### src/rtl/detector_event_logger.sv
// detector_event_logger: time-stamps edges of the detector flag into a show-ahead FIFO with edge counters.
// Define DET_LOG_GLITCH_FILTER_EN to require two consecutive differing enabled samples before accepting a change.
module detector_event_logger #(
  parameter int TS_W  = 16,
  parameter int DEPTH = 8
) (
  input  logic            clk,
  input  logic            rst_n,
  input  logic            en,
  input  logic            f_in,
  output logic            ev_valid,
  input  logic            ev_ready,
  output logic            ev_rise,
  output logic [TS_W-1:0] ev_time,
  output logic [7:0]      rise_cnt,
  output logic [7:0]      fall_cnt,
  output logic            overflow,
  input  logic            clr_ovf,
  output logic            level
);
  localparam int AW = $clog2(DEPTH);

  logic            level_q, ovf_q;
  logic [TS_W-1:0] ts_q;
  logic [AW-1:0]   wp_q, rp_q;
  logic [AW:0]     cnt_q;
  logic [7:0]      rise_q, fall_q;
  logic            rise_mem [DEPTH];
  logic [TS_W-1:0] time_mem [DEPTH];
  logic            diff, evt, pop, full, push, drop;

  assign diff = en && (f_in != level_q);

`ifdef DET_LOG_GLITCH_FILTER_EN
  // pend_q marks that the previous enabled sample already differed from level
  logic pend_q;
  assign evt = diff && pend_q;
  always_ff @(posedge clk or negedge rst_n)
    if (!rst_n) pend_q <= 1'b0;
    else if (en) pend_q <= diff && !pend_q;
`else
  assign evt = diff;
`endif

  assign pop  = ev_valid && ev_ready;
  assign full = cnt_q == (AW+1)'(DEPTH);
  assign push = evt && (!full || pop);
  assign drop = evt && full && !pop;

  always_ff @(posedge clk or negedge rst_n) begin
    if (!rst_n) begin
      level_q <= 1'b0;
      ovf_q   <= 1'b0;
      ts_q    <= '0;
      wp_q    <= '0;
      rp_q    <= '0;
      cnt_q   <= '0;
      rise_q  <= '0;
      fall_q  <= '0;
    end else begin
      if (en) ts_q <= ts_q + 1'b1;
      if (evt) level_q <= f_in;
      if (evt && f_in && rise_q != 8'hff) rise_q <= rise_q + 1'b1;
      if (evt && !f_in && fall_q != 8'hff) fall_q <= fall_q + 1'b1;
      ovf_q <= drop || (ovf_q && !clr_ovf);
      if (push) wp_q <= wp_q + 1'b1;
      if (pop) rp_q <= rp_q + 1'b1;
      cnt_q <= cnt_q + (AW+1)'(push) - (AW+1)'(pop);
    end
  end

  // storage needs no reset: outputs are masked while empty
  always_ff @(posedge clk)
    if (push) begin
      rise_mem[wp_q] <= f_in;
      time_mem[wp_q] <= ts_q;
    end

  assign ev_valid = cnt_q != '0;
  assign ev_rise  = ev_valid && rise_mem[rp_q];
  assign ev_time  = ev_valid ? time_mem[rp_q] : '0;
  assign rise_cnt = rise_q;
  assign fall_cnt = fall_q;
  assign overflow = ovf_q;
  assign level    = level_q;
endmodule

### config.mk
export PLATFORM = sky130hd
export DESIGN_NAME = detector_event_logger
export DESIGN_NICKNAME = d
export VERILOG_FILES = /design/src/rtl/detector_event_logger.sv
export SDC_FILE = /design/constraint.sdc
export NUM_CORES = 1
export LEC_CHECK = 0
export BUFFER_PORTS_ARGS = -buffer_cell sky130_fd_sc_hd__buf_2
export CAP_MARGIN = 20
export CORE_ASPECT_RATIO = 0.8
export CORE_MARGIN = 2
export CORE_UTILIZATION = 35
export DETAILED_ROUTE_END_ITERATION = 7
export HOLD_SLACK_MARGIN = 0.02
export MAX_ROUTING_LAYER = met4
export PLACE_DENSITY = 0.53
export REMOVE_ABC_BUFFERS = 1
export SYNTH_ARGS = -nofsm -noshare
export SYNTH_HDL_FRONTEND = slang
export SYNTH_SLANG_ARGS = --single-unit
### constraint.sdc
create_clock -name clk -period 2.7 [get_ports clk]
set_input_delay 0 -clock clk [delete_from_list [all_inputs] [get_ports clk]]
set_output_delay 0 -clock clk [all_outputs]
set_load 0.05 [all_outputs]
==> results.toml <==
[die]
initial_utilization_pct = 35.7
rows = 47
die_x_um = 167
ioPinCount = 42
die_area_um2 = 22400
core_um2 = 20800
die_y_um = 134

[critical_path]
endpoint_kind = "output port"
worstSetupPathType = "reg2out"
worstSetupStartpointType = "flop"
cp.required_ps = 2700
timing.rr.end = "cnt_q[2]"
regToRegStartpoint = "cnt_q[2]"
path_max_fanout = 15
r2r_cells = 9
slowest_stage = "dfrtp_1"
cpPeakStageDelay_ps = 810
rrSetupSlack_ps = 570
crit_arrival_ps = 2370
path_cells = "buf_4 -> mux4_2 -> mux2i_1 -> nor2_1 -> buf_2"

[global_route]
antenna_found_initial = 0
grt-busiest-layer = "met2"
grt_pass1_vias = 3889
track_usage_pct = 14.2
met3_usage_pct = 3.51
met1_usage_pct = 18.5
met2_usage_pct = 22.2
grt-ovfl-total = 0
grt_pass1_wl_um = 23000
grt_max_degree = 23

[final_layout]
drive_gt1_share_pct = 28.6
fin_cells = 759
areaGrowthSynthToFinish_pct = 16.6
final_cell_area_um2 = 8650
finalNetCount = 495
antennaDiodeCount = 0

[placement]
post-place-ws_ps = 287
hpwl_um = 9010
placed_area_um2 = 7970
globalplace.congestion = 0.736
place_inst = 721
port_buffers = 41

[logic_synthesis]
synth_area_um2 = 7420
ys_ff_latch = 180
synth.most_common_cell = "edfxtp_1"
ys_async_sr_fraction_pct = 24.4
syn_avg_cell_area_um2 = 18.2
synth_top_cell_by_area = "edfxtp_1"
synthTopCellsByArea = "edfxtp_1 55%, dfrtp_1 15%, mux4_2 9.1%, xor2_1 2.7%, mux2i_1 2.3%"
synth_common_cells = "136 x edfxtp_1, 44 x dfrtp_1, 33 x nor2_1"
synthFlopType = "edfxtp_1"
yosysWarnings = 0
synth_cell_types = 44
synth_edf_count = 136
synthCells = 408
yosysSeqAreaShare_pct = 69.9
synth.top_cell.area_share_pct = 55.1

[route]
post_drt_wl_per_cell_um = 19.1
postRouteAntennaNets = 0
drcViolationCount = 0
drt_iter0_drc = 280
via_per_inst = 4.91
routed_wl_um = 14500
first_pass_iters = 4
vias = 3729

[cts]
holdBufCountCts = 6
clock-sinks = 180
cts_root_buf = "clkbuf_16"
numCtsBuffers = 17
ctsHtreeMaxLevel = 4
cts_tree = "yes"
post_cts_resized = 0
clk-insertion-delay-late_ps = 420
path_clk_slew_ps = 70
clockBufferDepth = 2
post_cts_buffers = 0

[sta]
relSlewSlack_pct = 51.3
post-route-period-util_pct = 88.0
fin_tns_setup_ps = 0
skew_ps = 14.6
drv_slew = 0
tightest_slew_ps = 731
clock.fmax_mhz = 421
rsz0062_at_grt = "false"
finalSetupViolCount = 0
min_period_ps = 2370
setup_ws_ps = 325
hold_viol = 0

[job]
maxCapViolCount = 0

[power_and_ir_drop]
p_per_area_nw_per_um2 = 1120
ir_drop_mv = 0.600
p_leak_nw = 3.23

[worst_hold_path]
hold_class = "in2async"

[outcome]
status = "finished, final reports clean"
## flip-flops by register name (all words and copies together) (netlist names)
| signal | cells |
|---|---|
| cnt_q | 4 |
| rise_mem | 8 |
| rise_cnt | 8 |
| level | 1 |
| wp_q | 3 |
| time_mem | 128 |
| fall_cnt | 8 |
| overflow | 1 |
| ts_q | 16 |
| rp_q | 3 |
## layout make-up
type	count	area [µm²]
fill	1850	12100
sequential	180	5190
clock buffer	18	429
multi-input combinational	202	2070
tap	269	337
inverter	12	45.0
clock inverter	13	160
timing repair buffer	65	420
## critical path, delay by kind of cell (launching register included)
kind                   cells  cell delay [ps]
buffers and inverters      2              580
flip-flops                 1              810
multiplexers               2              510
AND/OR/NAND/NOR            1               50
## how the worst max path moves through the flow
stage / startpoint / slack, ps / cells after the start / to
floorplan: cnt_q[2] / -300 / 9 / cnt_q[2]
global placement: cnt_q[2] / 330 / 6 / time_mem[6][4]
detailed placement: cnt_q[2] / 290 / 6 / time_mem[6][15]
CTS: rp_q[1] / 260 / 5 / ev_time[15]
global route: rp_q[1] / 170 / 5 / ev_time[15]
finish: rp_q[1] / 330 / 5 / ev_time[15]
## per-layer routing
metal	vias up	part of all wire, %
li1	1692	-
met1	1976	46
met2	52	49
met3	9	3.8
met4	0	1.0
met5	-	0
## cell families (layout without fill, tap and decap cells)
logic type,count (synthesis),after routing,synth area share [%]
simple gates,93,93,6.95
buf+inv,26,108,2.33
xor+xnor,35,35,4.13
mux,55,55,13.4
compound gates,8,8,1.30
fa+ha+maj,11,11,1.96
flops,180,180,69.9
## through the flow
stage,utilization [%],hold slack [ps],power (mW)
2_1_floorplan,-,-296,6.33
3_3_place_gp,38.4,-74.2,7.22
3_5_place_dp,38.4,-65.5,7.30
4_1_cts,41.5,111,9.79
5_1_grt,41.7,130,10.2
6_report,41.7,127,9.67
## power breakdown
group / switching [mW] / total [mW] / internal (mW)
clock: 1.02 / 2.47 / 1.45
sequential: 0.420 / 3.89 / 3.47
combinational: 2.16 / 3.31 / 1.15
total: 3.60 / 9.67 / 6.07
## layout by cell type (no fill, tap or decap), types with 3 or more instances in the layout
master         instances
nand3_1                8
nor2_1                32
clkinvlp_4             4
dlygate4sd3_1          6
bufinv_16              3
dfrtp_1               43
nand2_1               21
nor3_2                 3
buf_4                 17
clkbuf_16             17
buf_2                 41
nor3_1                 4
xnor2_1               12
mux4_2                30
edfxtp_1             136
mux2_2                 3
ha_1                  10
xor2_1                23
nand2b_1               3
mux2i_1               17
nand4_1                4
inv_1                 12
mux4_1                 4
nor4_4                 3
(Power assumes the default switching activity.)
